File: src/rtl/fifo_pkg.sv
// Shared FIFO definitions: controller state codes, pointer/count widths.
// Imported by the FIFO FSM, the address calculator and the FIFO top.
package fifo_pkg;

  localparam int FIFO_AW = 3;
  localparam int FIFO_CW = FIFO_AW + 1;

  typedef logic [2:0] state_t;

  localparam state_t INIT     = 3'b000;
  localparam state_t READ     = 3'b001;
  localparam state_t WRITE    = 3'b010;
  localparam state_t RD_ERROR = 3'b011;
  localparam state_t WR_ERROR = 3'b100;
  localparam state_t NO_OP    = 3'b101;

  // Codes 110/111 are unused; the calculator treats them as NO_OP.
  function automatic logic is_legal(input state_t s);
    return (s <= NO_OP);
  endfunction

endpackage

File: src/rtl/fifo_cal_addr_comb.sv
// Combinational decode of FIFO state into enables and next pointers.
// In: state, head, tail, data_count. Out: we_d, re_d, *_d next values.
// Optional macro FIFO_CAL_ADDR_GUARD_EN blocks WRITE when full and
// READ when empty (treated as WR_ERROR / RD_ERROR: hold, no enable).
module fifo_cal_addr_comb
  import fifo_pkg::*;
#(
  parameter int AW = FIFO_AW,
  parameter int CW = FIFO_CW
) (
  input  logic [2:0]    state,
  input  logic [AW-1:0] head,
  input  logic [AW-1:0] tail,
  input  logic [CW-1:0] data_count,
  output logic          we_d,
  output logic          re_d,
  output logic [AW-1:0] head_d,
  output logic [AW-1:0] tail_d,
  output logic [CW-1:0] count_d
);

  logic is_init;
  logic is_write;
  logic is_read;
  logic do_write;
  logic do_read;

  assign is_init  = (state == INIT);
  assign is_write = (state == WRITE);
  assign is_read  = (state == READ);

`ifdef FIFO_CAL_ADDR_GUARD_EN
  logic full;
  logic empty;

  assign full     = (data_count == CW'(2 ** AW));
  assign empty    = (data_count == '0);
  assign do_write = is_write & ~full;
  assign do_read  = is_read & ~empty;
`else
  assign do_write = is_write;
  assign do_read  = is_read;
`endif

  // Hold is the default: covers NO_OP, both error states,
  // illegal codes and (with the guard) blocked accesses.
  always_comb begin
    we_d    = 1'b0;
    re_d    = 1'b0;
    head_d  = head;
    tail_d  = tail;
    count_d = data_count;
    unique case (1'b1)
      is_init: begin
        head_d  = '0;
        tail_d  = '0;
        count_d = '0;
      end
      do_write: begin
        we_d    = 1'b1;
        tail_d  = tail + 1'b1;
        count_d = data_count + 1'b1;
      end
      do_read: begin
        re_d    = 1'b1;
        head_d  = head + 1'b1;
        count_d = data_count - 1'b1;
      end
      default: begin
      end
    endcase
  end

endmodule

File: src/rtl/fifo_cal_addr.sv
// Registered FIFO address/count calculator, one cycle input-to-output.
// Ports: clk, rst (sync, active high), state/head/tail/data_count in;
// we, re, next_head, next_tail, next_data_count out (all registered).
// Optional macro: FIFO_CAL_ADDR_GUARD_EN (full/empty access guard).
module fifo_cal_addr
  import fifo_pkg::*;
#(
  parameter int AW = FIFO_AW,
  parameter int CW = FIFO_CW
) (
  input  logic          clk,
  input  logic          rst,
  input  logic [2:0]    state,
  input  logic [AW-1:0] head,
  input  logic [AW-1:0] tail,
  input  logic [CW-1:0] data_count,
  output logic          we,
  output logic          re,
  output logic [AW-1:0] next_head,
  output logic [AW-1:0] next_tail,
  output logic [CW-1:0] next_data_count
);

  logic          we_d;
  logic          re_d;
  logic [AW-1:0] head_d;
  logic [AW-1:0] tail_d;
  logic [CW-1:0] count_d;

  fifo_cal_addr_comb #(
    .AW(AW),
    .CW(CW)
  ) u_comb (
    .state      (state),
    .head       (head),
    .tail       (tail),
    .data_count (data_count),
    .we_d       (we_d),
    .re_d       (re_d),
    .head_d     (head_d),
    .tail_d     (tail_d),
    .count_d    (count_d)
  );

  always_ff @(posedge clk) begin
    if (rst) begin
      we              <= 1'b0;
      re              <= 1'b0;
      next_head       <= '0;
      next_tail       <= '0;
      next_data_count <= '0;
    end else begin
      we              <= we_d;
      re              <= re_d;
      next_head       <= head_d;
      next_tail       <= tail_d;
      next_data_count <= count_d;
    end
  end

endmodule

File: config.mk
export PLATFORM = sky130hd
export DESIGN_NAME = fifo_cal_addr
export DESIGN_NICKNAME = d
export VERILOG_FILES = /design/src/rtl/fifo_pkg.sv /design/src/rtl/fifo_cal_addr_comb.sv /design/src/rtl/fifo_cal_addr.sv
export SDC_FILE = /design/constraint.sdc
export NUM_CORES = 1
export LEC_CHECK = 0
export ABC_AREA = 1
export BUFFER_PORTS_ARGS = -buffer_cell sky130_fd_sc_hd__buf_2
export CAP_MARGIN = 0
export CORE_MARGIN = 2
export CORE_UTILIZATION = 31
export DETAILED_ROUTE_END_ITERATION = 8
export PLACE_DENSITY = 0.67
export RECOVER_POWER = 50
export SLEW_MARGIN = 20
export SYNTH_ARGS = -nofsm -noshare
export SYNTH_HDL_FRONTEND = slang
export SYNTH_HIERARCHICAL = 1
export SYNTH_SLANG_ARGS = --single-unit
File: constraint.sdc
create_clock -name clk -period 4.2 [get_ports clk]
set_clock_uncertainty 0.1 [all_clocks]
set_input_delay 0 -clock clk [delete_from_list [all_inputs] [get_ports clk]]
set_output_delay 0 -clock clk [all_outputs]
set_load 0.05 [all_outputs]
== Word level (Yosys, flattened, before mapping) ==
Cells that the tools add are included.

* Register bits after elaboration: 12
* Bits of input ports: 15
* Output and inout port bits: 12
* Word-level logic and storage cells: 17

* Add/subtract/negate cells: 4
* Equality and inequality tests: 2
* Muxes and demuxes: 5
* Reduce and logical (&&, ||, !) cells: 1

{| class="wikitable"
|+ Operators by type and width
! kind !! count
|-
| 3-bit one-hot mux with 2 select lines || 2
|-
| 4-bit one-hot mux with 3 select lines || 1
|-
| 3-bit by 1-bit adder with 3-bit output (second input constant) || 2
|-
| 4-bit by 1-bit adder with 4-bit output (second input constant) || 1
|-
| 4-bit by 1-bit subtractor with 4-bit output (second input constant) || 1
|-
| 3-bit by 1-bit equality test with 1-bit output (second input constant) || 1
|-
| 3-bit by 2-bit equality test with 1-bit output (second input constant) || 1
|-
| 3-bit zero test || 1
|-
| 1-bit 2-to-1 mux || 2
|}

== Longest topological paths before layout ==
Gate-level depths: netlist of run 1.

* Depth in word-level cells: 2
* Depth in mapped cells: 13
* Mapped depth without buffers: 13

== Cells and area by module ==
Netlist of run 1, hierarchy kept.

{| class="wikitable"
|+ Modules (own cells, without submodules)
! module !! times used !! cells an instance !! area each (um^2)
|-
| fifo_cal_addr || 1 || 37 || 341.6
|-
| fifo_cal_addr_comb || 1 || 52 || 297.8
|}

== Worst setup path before layout of run 1 ==
No wires, ideal clock.

* Kind: input port to flip-flop
* From: in state[2]
* To: reg next_data_count[3]
* Setup time: 109 ps
* Data arrival time: 1120 ps
* Data required time: 3991 ps
* Slack: 2871 ps
* Stages on the path: 12
* Buffers on the path: 0
* Path through: nor2_2 -> nand2_2 -> inv_1 -> ha_1 -> nand2_1 -> nand2_1 -> nor2_1 -> nand3_1 -> nand3_1 -> nand2_1 -> inv_1 -> nor2_1

* Word-level cells in the longest chain between the ends: 2
* Elaborated cells on any way between the ends: 4

{| class="wikitable"
|+ RTL lines
! what !! line !! RTL
|-
| start, declared || fifo_cal_addr.sv:13 || <nowiki>input logic [2:0] state,</nowiki>
|-
| 3-bit by 1-bit equality test with 1-bit output (tied with other cells) || fifo_cal_addr_comb.sv:30 || <nowiki>assign is_read = (state == READ);</nowiki>
|-
| 4-bit one-hot mux with 3 select lines (*) || fifo_cal_addr_comb.sv:53 || <nowiki>unique case (1'b1)</nowiki>
|-
| named net count_d[3] || fifo_cal_addr.sv:28 || <nowiki>logic [CW-1:0] count_d;</nowiki>
|-
| end signal, assigned || fifo_cal_addr.sv:57 || <nowiki>next_data_count <= count_d;</nowiki>
|-
| end, declared || fifo_cal_addr.sv:21 || <nowiki>output logic [CW-1:0] next_data_count</nowiki>
|}

Mark *: on every way through the listed nets, which the timed path passes. The rest lies on a longest branch.
A chain may end at the register's enable or synchronous reset.

== Worst setup path after layout of run 1 ==
* From: in data_count[2]
* To: reg next_data_count[3]

* Word-level cells in the longest chain between the ends: 2
* Elaborated cells on any way between the ends: 3

{| class="wikitable"
|+ RTL lines
! what !! line !! RTL
|-
| start, declared || fifo_cal_addr.sv:16 || <nowiki>input logic [CW-1:0] data_count,</nowiki>
|-
| 4-bit by 1-bit subtractor with 4-bit output or 4-bit by 1-bit adder with 4-bit output (tied branches) || fifo_cal_addr_comb.sv:67, fifo_cal_addr_comb.sv:62 ||
|-
| 4-bit one-hot mux with 3 select lines (*) || fifo_cal_addr_comb.sv:53 ||
|-
| named net count_d[3] || fifo_cal_addr.sv:28 ||
|}

Marks and branches as above.

==> metrics.cfg, run 1 <==
[yosys]
synth-seq-area-share=0.376
synth_enable_flop_cells=0
synth_top_area_share=0.376
ys_types=15
synth_seq_cells=12
async_flop_share=0
ys_top_cells_by_count=19 x inv_1, 17 x nor2_1, 13 x nand2_1
synth_cells=89
ys.flop_type=dfxtp_1
yosys-top-cells-area=dfxtp_1 38%, inv_1 11%, nor2_1 10%
avgSynthCellArea_um2=7.18
yosys_warnings=6
syn_area_um2=639
yosysMostFrequentCell=inv_1
syn-num-nets=109
yosysTopAreaCell=dfxtp_1

[job]
cap_violations=0

[floorplan]
rows=16
die_w_um=49.4
core_area_um2=1960
die-area_um2=2440
initial_core_util=0.326
fp.dieH_um=49.4
ios=27

[critical_path]
critPathCapture=next_data_count[3]
required_ns=4.26
crit_path_cell_trace=dlygate4sd3_1 -> buf_2 -> ha_1 -> nand2_1 -> nand2_1 -> nor2_1 -> nand3_1 -> nand3_1 -> nand2_1 -> inv_1 -> nor2_1 -> dlygate4sd3_1
startpoint_type=input pin
critPathLaunch=data_count[2]
cpLargestDelayFamily=buffers and inverters
cp.depth=12
slowest_delay_ns=0.57
criticalPathCategory=input pin to register
worst_path_max_delay_cell=dlygate4sd3_1
crit_arrival_ns=2.09
crit_path_end_kind=register
cp_max_fo=3
critPathMostFrequentCell=nand2_1
critPathBufInv=4

[layout]
fin_util=0.467
drive_gt1_frac=0.188
nets=149
n_antenna_cell=0
area_growth_syn_to_layout_pct=43.2

[place]
place_congestion=0.768
io_buffers=26
dpl.hpwl_um=965
dp_slack_ns=2.55

[timing]
tns_ns=0
rsz0062_at_grt=no
clock.fmax_mhz=493
fin_crit_ns=2.03
slew_viol_final=0
hold_viol=0
worst_pin_slew_ns=0.598
finalSetupViolCount=0
setup_slack_ns=2.17
period_share=0.483
maxSlewHeadroom=0.603

[detailed_routing]
routed_wl_um=1320
wl_per_cell_um=8.48
vias=640
dr.first_iter.drc_count=6
postRouteAntennaNets=0
drc=0
dr.pass1.iters=4
viasPerCell=4.13

[clock_tree]
clk_pin_slew_ns=0.07
cts_setup_buffers=0
cts_tree=built
clock_tree.buffer_depth=2
clock-root-buffer=clkbuf_4
cts_htree_levels=1
post_cts_resized=0
cts_hold_buf=10
cts_sinks=12
cts_buffers=3

[outcome]
outcome=complete, no violations

[min_path]
hp-start=data_count[1]
hold_class=input pin to register

[grt]
grt.overflow.total=0
grt_pass1_vias=575
antenna_found_initial=0
grt_max_degree=13
grt_pass1_wl_um=2250
grtUsageTotal=0.123

[power]
p_leak_nw=0.492
peakVddDrop_v=0.000152
power_density_nw_per_um2=320

[cell families after synthesis]
group / count (synthesis) / share of synthesized area
buffers and inverters: 20 / 0.129
and+or+nand+nor: 37 / 0.239
xor gates and xnor gates: 3 / 0.0411
adders and majority gates: 5 / 0.110
AOI/OAI and AO/OA: 12 / 0.106
DFF: 12 / 0.376
[stage by stage]
stage	cells	hold slack (ns)	area [µm²]	total power (W)
after floorplan	89	-0.0288	639	0.000179
after global placement	141	0.194	792	0.000198
after detailed placement	141	0.194	792	0.000199
after CTS	155	0.00289	928	0.000295
after global routing	155	0.0544	916	0.000312
final	155	0.0131	916	0.000293
[where the power goes]
group	internal, W	switching (W)
Combinational	0.0000283	0.0000528
Clock	0.0000528	0.0000369
Sequential	0.000121	0.00000157
Total	0.000202	0.0000913
[flip-flops by register name (all words and copies together), names as in the netlist]
name,cells
next_data_count,4
next_head,3
next_tail,3
we,1
re,1
[area by class of cell]
class                           instances  area (µm²)
Clock buffer                            4        36.3
Fill cell                             205        1050
Inverter                               19        71.3
Multi-Input combinational cell         57         317
Sequential cell                        12         240
Tap cell                               27        33.8
Timing Repair Buffer                   36         218
[layer usage]
| layer | track usage | wire length (µm) | up-vias | share of wire |
|---|---|---|---|---|
| met3 | 0.0215 | 81 | 6 | 0.062 |
| met5 | 0 | 0 | - | 0 |
| met2 | 0.223 | 657 | 23 | 0.50 |
| met4 | 0.0972 | 38 | 0 | 0.029 |
| met1 | 0.122 | 538 | 262 | 0.41 |
| li1 | - | - | 349 | - |
[cell usage in the layout (no fill, tap or decap)]
cell type | Yosys | routed
a21oi_1 | 3 | 3
a22o_1 | 2 | 2
clkbuf_4 | 0 | 3
nor2_1 | 17 | 17
buf_2 | 0 | 16
nand2_2 | 3 | 3
ha_1 | 4 | 4
xor2_1 | 1 | 1
clkbuf_8 | 0 | 1
clkbuf_1 | 0 | 10
inv_1 | 19 | 19
dlygate4sd3_1 | 0 | 10
nor2_2 | 1 | 1
xnor2_1 | 2 | 2
nand3_1 | 3 | 3
nand2_1 | 13 | 13
fa_1 | 1 | 1
dfxtp_1 | 12 | 12
o21ai_0 | 7 | 7
[worst min-delay path by stage]
stage                          to  slack (ns)  depth (start not counted)
2_1_floorplan  next_data_count[3]       -0.03                          1
3_3_place_gp         next_tail[0]        0.19                          4
3_5_place_dp         next_head[0]        0.19                          4
4_1_cts              next_head[2]       0.003                          5
5_1_grt        next_data_count[1]        0.05                          4
6_report       next_data_count[1]        0.01                          4
No activity file was read; power rests on OpenSTA's default activity.
==> inputs of run 2 (changes only) <==
Clock period 4.2 ns to 1.97 ns, I/O delays scaled along.
==> run 2 against run 1 <==
Against the previous run: largest power group unchanged; cell count increased by 0.65%; flip-flop and latch count did not move; critical path depth decreased by 4; clock power increased by 110%; count of clock-buffer cells in the layout is the same; utilization is 0.51 points higher; cell area rose by 1.1%; first-iteration DRC count fell by 83%.
==> metrics.cfg, run 2 (synthesis results as in run 1) <==
[critical_path]
required_ns=2.03  ; -2.23 ns
criticalPathCategory=input pin to register
crit_path_end_kind=register
startpoint_type=input pin
crit_arrival_ns=1.70  ; -0.39 ns
cp_max_fo=3  ; unchanged

[detailed_routing]
routed_wl_um=1380  ; +5.1%
vias=644  ; +0.63%
dr.pass1.iters=4  ; unchanged
postRouteAntennaNets=0  ; unchanged
wl_per_cell_um=8.86  ; +4.4%
dr.first_iter.drc_count=1  ; -5
drc=0  ; unchanged
viasPerCell=4.13  ; about the same

[power]
sw_frac_of_total=0.308  ; -0.00353
comb_power_share=0.280  ; +0.003
power_w=0.000623  ; +110%
seq_power_share=0.418  ; about the same
power_density_nw_per_um2=673  ; +110%
internal_power_w=0.000431  ; +110%
p_leak_nw=0.496  ; +0.84%
p_switching_w=0.000192  ; +110%
clkPwrFrac=0.301  ; -0.005
peakVddDrop_v=0.000287  ; +89%

[layout]
most-common-layout-cells=19 x inv_1, 17 x nor2_1, 16 x buf_2
final_common_cell=inv_1
regMostFlops=next_data_count
largest_registers=next_data_count (4), next_head (3), next_tail (3)
nets=150  ; +0.67%
fin_util=0.472  ; +0.00510
area_growth_syn_to_layout_pct=44.8
n_antenna_cell=0  ; unchanged
drive_gt1_frac=0.186  ; -0.00145
largest_register_ffs=4  ; unchanged

[place]
dpl.hpwl_um=986  ; +2.1%
io_buffers=26  ; unchanged
dp_slack_ns=0.321  ; -2.23 ns
place_congestion=0.740  ; -3.6%

[clock_tree]
cts_tree=built
clk_pin_slew_ns=0.07  ; about the same
clock_tree.buffer_depth=2  ; unchanged
clock-root-buffer=clkbuf_4
cts_setup_buffers=0  ; unchanged
cts_buffers=3  ; unchanged
cts_htree_levels=1  ; unchanged
cts_sinks=12  ; unchanged

[floorplan]
fp.dieH_um=49.4  ; unchanged
initial_core_util=0.326  ; unchanged
core_area_um2=1960  ; unchanged
rows=16  ; unchanged
ios=27  ; unchanged
die-area_um2=2440  ; unchanged
die_w_um=49.4  ; unchanged

[min_path]
hold_class=input pin to register

[timing]
slew_viol_final=0  ; unchanged
fin_crit_ns=1.64
tns_ns=0  ; unchanged
clock.fmax_mhz=611
finalSetupViolCount=0  ; unchanged
hold_viol=0  ; unchanged
maxSlewHeadroom=0.604  ; +0.000822
setup_slack_ns=0.334  ; -1.84 ns
period_share=0.830
worst_pin_slew_ns=0.597  ; -0.00124 ns
rsz0062_at_grt=no

[grt]
grt.overflow.total=0  ; unchanged
grt_pass1_wl_um=2250  ; unchanged
grt_pass1_vias=540  ; -6.1%
grtUsageTotal=0.126  ; +0.00304
antenna_found_initial=0  ; unchanged
grt_max_degree=13  ; unchanged

[job]
cap_violations=0  ; unchanged

[outcome]
outcome=complete, no violations

run 2: cell types whose count changed in the layout (fill, tap and decap cells not counted), sizes merged:
cell,previous run,this run
dlygate4sd3,10,11
run 2: per-layer routing:
layer	GRT usage	wire length, µm	vias up
met5	0	0	-
met3	0.0337	98	5
li1	-	-	348
met1	0.140	576	263
met4	0.0972	41	0
met2	0.203	665	28
run 2: power groups by stage:
stage	Combinational [W]	Clock, W	Sequential [W]
global route	0.000192	0.000205	0.000261
global placement	0.000157	0	0.000265
detailed placement	0.000159	0	0.000266
floorplan	0.0000611	0	0.000320
CTS	0.000177	0.000192	0.000260
finish	0.000175	0.000188	0.000261
run 2: area by class of cell:
class	count	area, µm²
inverters	19	71.3
fillers	205	1040
repair buffers	37	228
clock buffers	4	36.3
well taps	27	33.8
flip-flops and latches	12	240
multi-input cells	57	317
run 2: final timing paths:
| kind | from | to | slack, ns | cells after the start |
|---|---|---|---|---|
| min | data_count[1] | next_data_count[1] | 0.02 | 4 |
| max | head[0] | next_head[1] | 0.33 | 8 |
run 2: worst max-delay path: stages:
cell,delay [ns]
dlygate4sd3_1,0.53
buf_2,0.14
ha_1,0.28
nand2_1,0.07
nand2_1,0.04
inv_1,0.05
nor2_1,0.03
dlygate4sd3_1,0.56
run 2: stage by stage:
step	cell area, µm²	hold slack (ns)	instances
2_1_floorplan	639	-0.0288	89
3_3_place_gp	792	0.195	141
3_5_place_dp	792	0.205	141
4_1_cts	938	0.0230	156
5_1_grt	926	0.0463	156
6_report	926	0.0242	156
run 2: what timing repair did:
action                                 CTS  global route
endpoints found under the hold margin   12             0
resized for setup                        0             0
hold buffers                            11             0
==> inputs of run 3 (changes only) <==
Settings changed: ABC_AREA 1 to 0, PLACE_DENSITY 0.67 to 0.68.
Clock period 1.97 ns to 1.4 ns, I/O delays scaled along.
==> run 3 against run 2 <==
Against the previous run: via count decreased by 8.1%; cell area rose by 3.0%; cell count shrank 13%; highest routed layer unchanged; critical path type unchanged; worst setup slack worse by 0.25 ns; clock power rose by 11%; utilization is 3.2 points lower; critical path depth is 2 higher; die area up 8.3%; largest cell class unchanged; area after synthesis rose by 9.0%.
==> metrics.cfg, run 3 <==
[layout]
drive_gt1_frac=0.430  ; +0.244
n_antenna_cell=0  ; unchanged
final_common_cell=buf_2
area_growth_syn_to_layout_pct=36.8
regMostFlops=next_data_count
fill_cells=228  ; +11%
largest_register_ffs=4  ; unchanged
most-common-layout-cells=19 x buf_2, 12 x dfxtp_1, 8 x clkbuf_1, 8 x o21ai_0, 7 x nor2b_2
instances_no_fill=135  ; -13%
nets=129  ; -14%
largest_registers=next_data_count (4), next_head (3), next_tail (3)

[detailed_routing]
dr.pass1.iters=4  ; unchanged
drc=0  ; unchanged
wl_per_cell_um=10.6  ; +20%
postRouteAntennaNets=0  ; unchanged
vias=592  ; -8.1%
viasPerCell=4.39  ; +6.2%
dr.first_iter.drc_count=16  ; +15
routed_wl_um=1440  ; +3.8%

[grt]
grt.overflow.total=0  ; unchanged
grt_pass1_wl_um=2300  ; +2.4%
antenna_found_initial=0  ; unchanged
grtUsageTotal=0.121  ; -0.00517
grt_pass1_vias=584  ; +8.1%
grt_max_degree=13  ; unchanged

[floorplan]
fp.dieH_um=51.4  ; +4.0%
die_w_um=51.4  ; +4.0%
initial_core_util=0.321  ; -0.00467
core_area_um2=2170  ; +11%
die-area_um2=2640  ; +8.3%
rows=17  ; +1
ios=27  ; unchanged

[clock_tree]
cts_buffers=3  ; unchanged
clk_pin_slew_ns=0.07  ; about the same
cts_tree=built
cts_sinks=12  ; unchanged
clock-root-buffer=clkbuf_4
post_cts_resized=0  ; unchanged
cts_setup_buffers=0  ; unchanged
cts_hold_buf=5  ; -6
clock_tree.buffer_depth=2  ; unchanged
cts_htree_levels=1  ; unchanged

[yosys]
ys_top_cells_by_count=12 x dfxtp_1, 8 x nor2b_2, 8 x o21ai_0
async_flop_share=0  ; unchanged
synth_enable_flop_cells=0  ; unchanged
synth-simple-area-share=0.271  ; +0.0323
yosysTopAreaCell=dfxtp_1
synth_cells=71  ; -20%
ys_types=22  ; +7
synth-seq-area-share=0.345  ; -0.0310
yosys_warnings=6  ; unchanged
syn_area_um2=697  ; +9.0%
syn-num-nets=91  ; -17%
avgSynthCellArea_um2=9.82  ; +37%
yosys-mux-area-fraction=0.0449  ; +0.0449
yosys-top-cells-area=dfxtp_1 34%, nor2b_2 10%, ha_1 7.2%
synth_seq_cells=12  ; unchanged
yosysMostFrequentCell=dfxtp_1
synth_compound_area_frac=0.167  ; +0.0613
ys.flop_type=dfxtp_1
synth_top_area_share=0.345  ; -0.0310
synthAdderAreaFrac=0.101  ; -0.00905
synth_top_family_by_area=simple AND/OR/NAND/NOR gates
synth_xor_area_frac=0.0126  ; -0.0285

[critical_path]
cp_max_fo=3  ; unchanged
critPathLaunch=state[1]
criticalPathCategory=input pin to register
crit_arrival_ns=1.38  ; -0.32 ns
required_ns=1.47  ; -0.56 ns
startpoint_type=input pin
crit_path_end_kind=register

[power]
p_leak_nw=0.456  ; -7.9%
sw_frac_of_total=0.327  ; +0.0184
clkPwrFrac=0.248  ; -0.053
seq_power_share=0.437  ; +0.019
p_switching_w=0.000274  ; +43%
power_density_nw_per_um2=880  ; +31%
comb_power_share=0.314  ; +0.034
peakVddDrop_v=0.000366  ; +28%
power_w=0.000839  ; +35%
internal_power_w=0.000565  ; +31%

[place]
dp_cells=127  ; -9.9%
io_buffers=26  ; unchanged
dp_slack_ns=-0.201  ; -0.521 ns
dpl.hpwl_um=1100  ; +12%
place_congestion=0.750  ; +1.4%

[timing]
setup_slack_ns=0.0872  ; -0.247 ns
clock.fmax_mhz=762
worst_pin_slew_ns=0.593  ; -0.00435 ns
hold_viol=0  ; unchanged
rsz0062_at_grt=no
slew_viol_final=0  ; unchanged
maxSlewHeadroom=0.607  ; +0.00289
fin_crit_ns=1.31
period_share=0.938
tns_ns=0  ; unchanged
finalSetupViolCount=0  ; unchanged

[outcome]
outcome=complete, no violations

[min_path]
hp-start=rst
holdPathStages=2  ; -2
hold_class=input pin to register

[job]
cap_violations=0  ; unchanged

## run 3: changes by cell type after synthesis, sizes merged, moves of 3 or more
cell   change
inv       -15
nor2      -15
nand2     -12
nor2b     +10
buf        +3
## run 3: final timing paths
check / endpoint / slack, ns
max: next_data_count[3] / 0.09
min: next_tail[1] / 0.004
## run 3: kinds of logic (layout without fill, tap and decap cells)
kind of cell,count (synthesis),after routing
and+or+nand+nor,25,25
AOI/OAI and AO/OA,17,17
DFF,12,12
buffers and inverters,8,44
adders and majority gates,5,5
muxes,3,3
xor gates and xnor gates,1,1
## run 3: metrics by stage
| step | cell area (µm²) | utilization | hold slack (ns) |
|---|---|---|---|
| after floorplan | 724 | - | 0.108 |
| after detailed placement | 896 | 0.413 | 0.263 |
| after global routing | 953 | 0.439 | 0.00906 |
| after CTS | 968 | 0.446 | 0.00905 |
| final | 953 | 0.439 | 0.00428 |
| after global placement | 896 | 0.413 | 0.261 |
## run 3: layer usage
metal,wire [µm],global-route usage,vias to the layer above
met5,0,0,-
met4,38,0.0965,0
met3,81,0.0146,4
met2,669,0.192,16
met1,645,0.145,260
li1,-,-,312
## run 3: worst max-delay path, cell delays in order
cell     delay (ns)
buf_2          0.12
nor2_4         0.11
nand2_2        0.06
inv_2          0.08
ha_4           0.19
a21o_1         0.16
a21oi_2        0.18
mux2i_1        0.10
a22o_1         0.20
and2b_2        0.18
## run 3: layout make-up
class	count	area [µm²]	area share
inverters	4	15.0	0.0157
clock buffers	3	22.5	0.0236
repair buffers	37	213	0.223
multi-input cells	51	428	0.449
well taps	28	35.0	0.0367
flip-flops and latches	12	240	0.252
## run 3: power by group through the flow
stage                     sequential (W)  clock (W)  combinational [W]
after floorplan                 0.000451          0           0.000117
after global placement          0.000374          0           0.000255
after detailed placement        0.000374          0           0.000260
after CTS                       0.000366   0.000215           0.000270
after global routing            0.000369   0.000233           0.000287
final                           0.000367   0.000208           0.000264
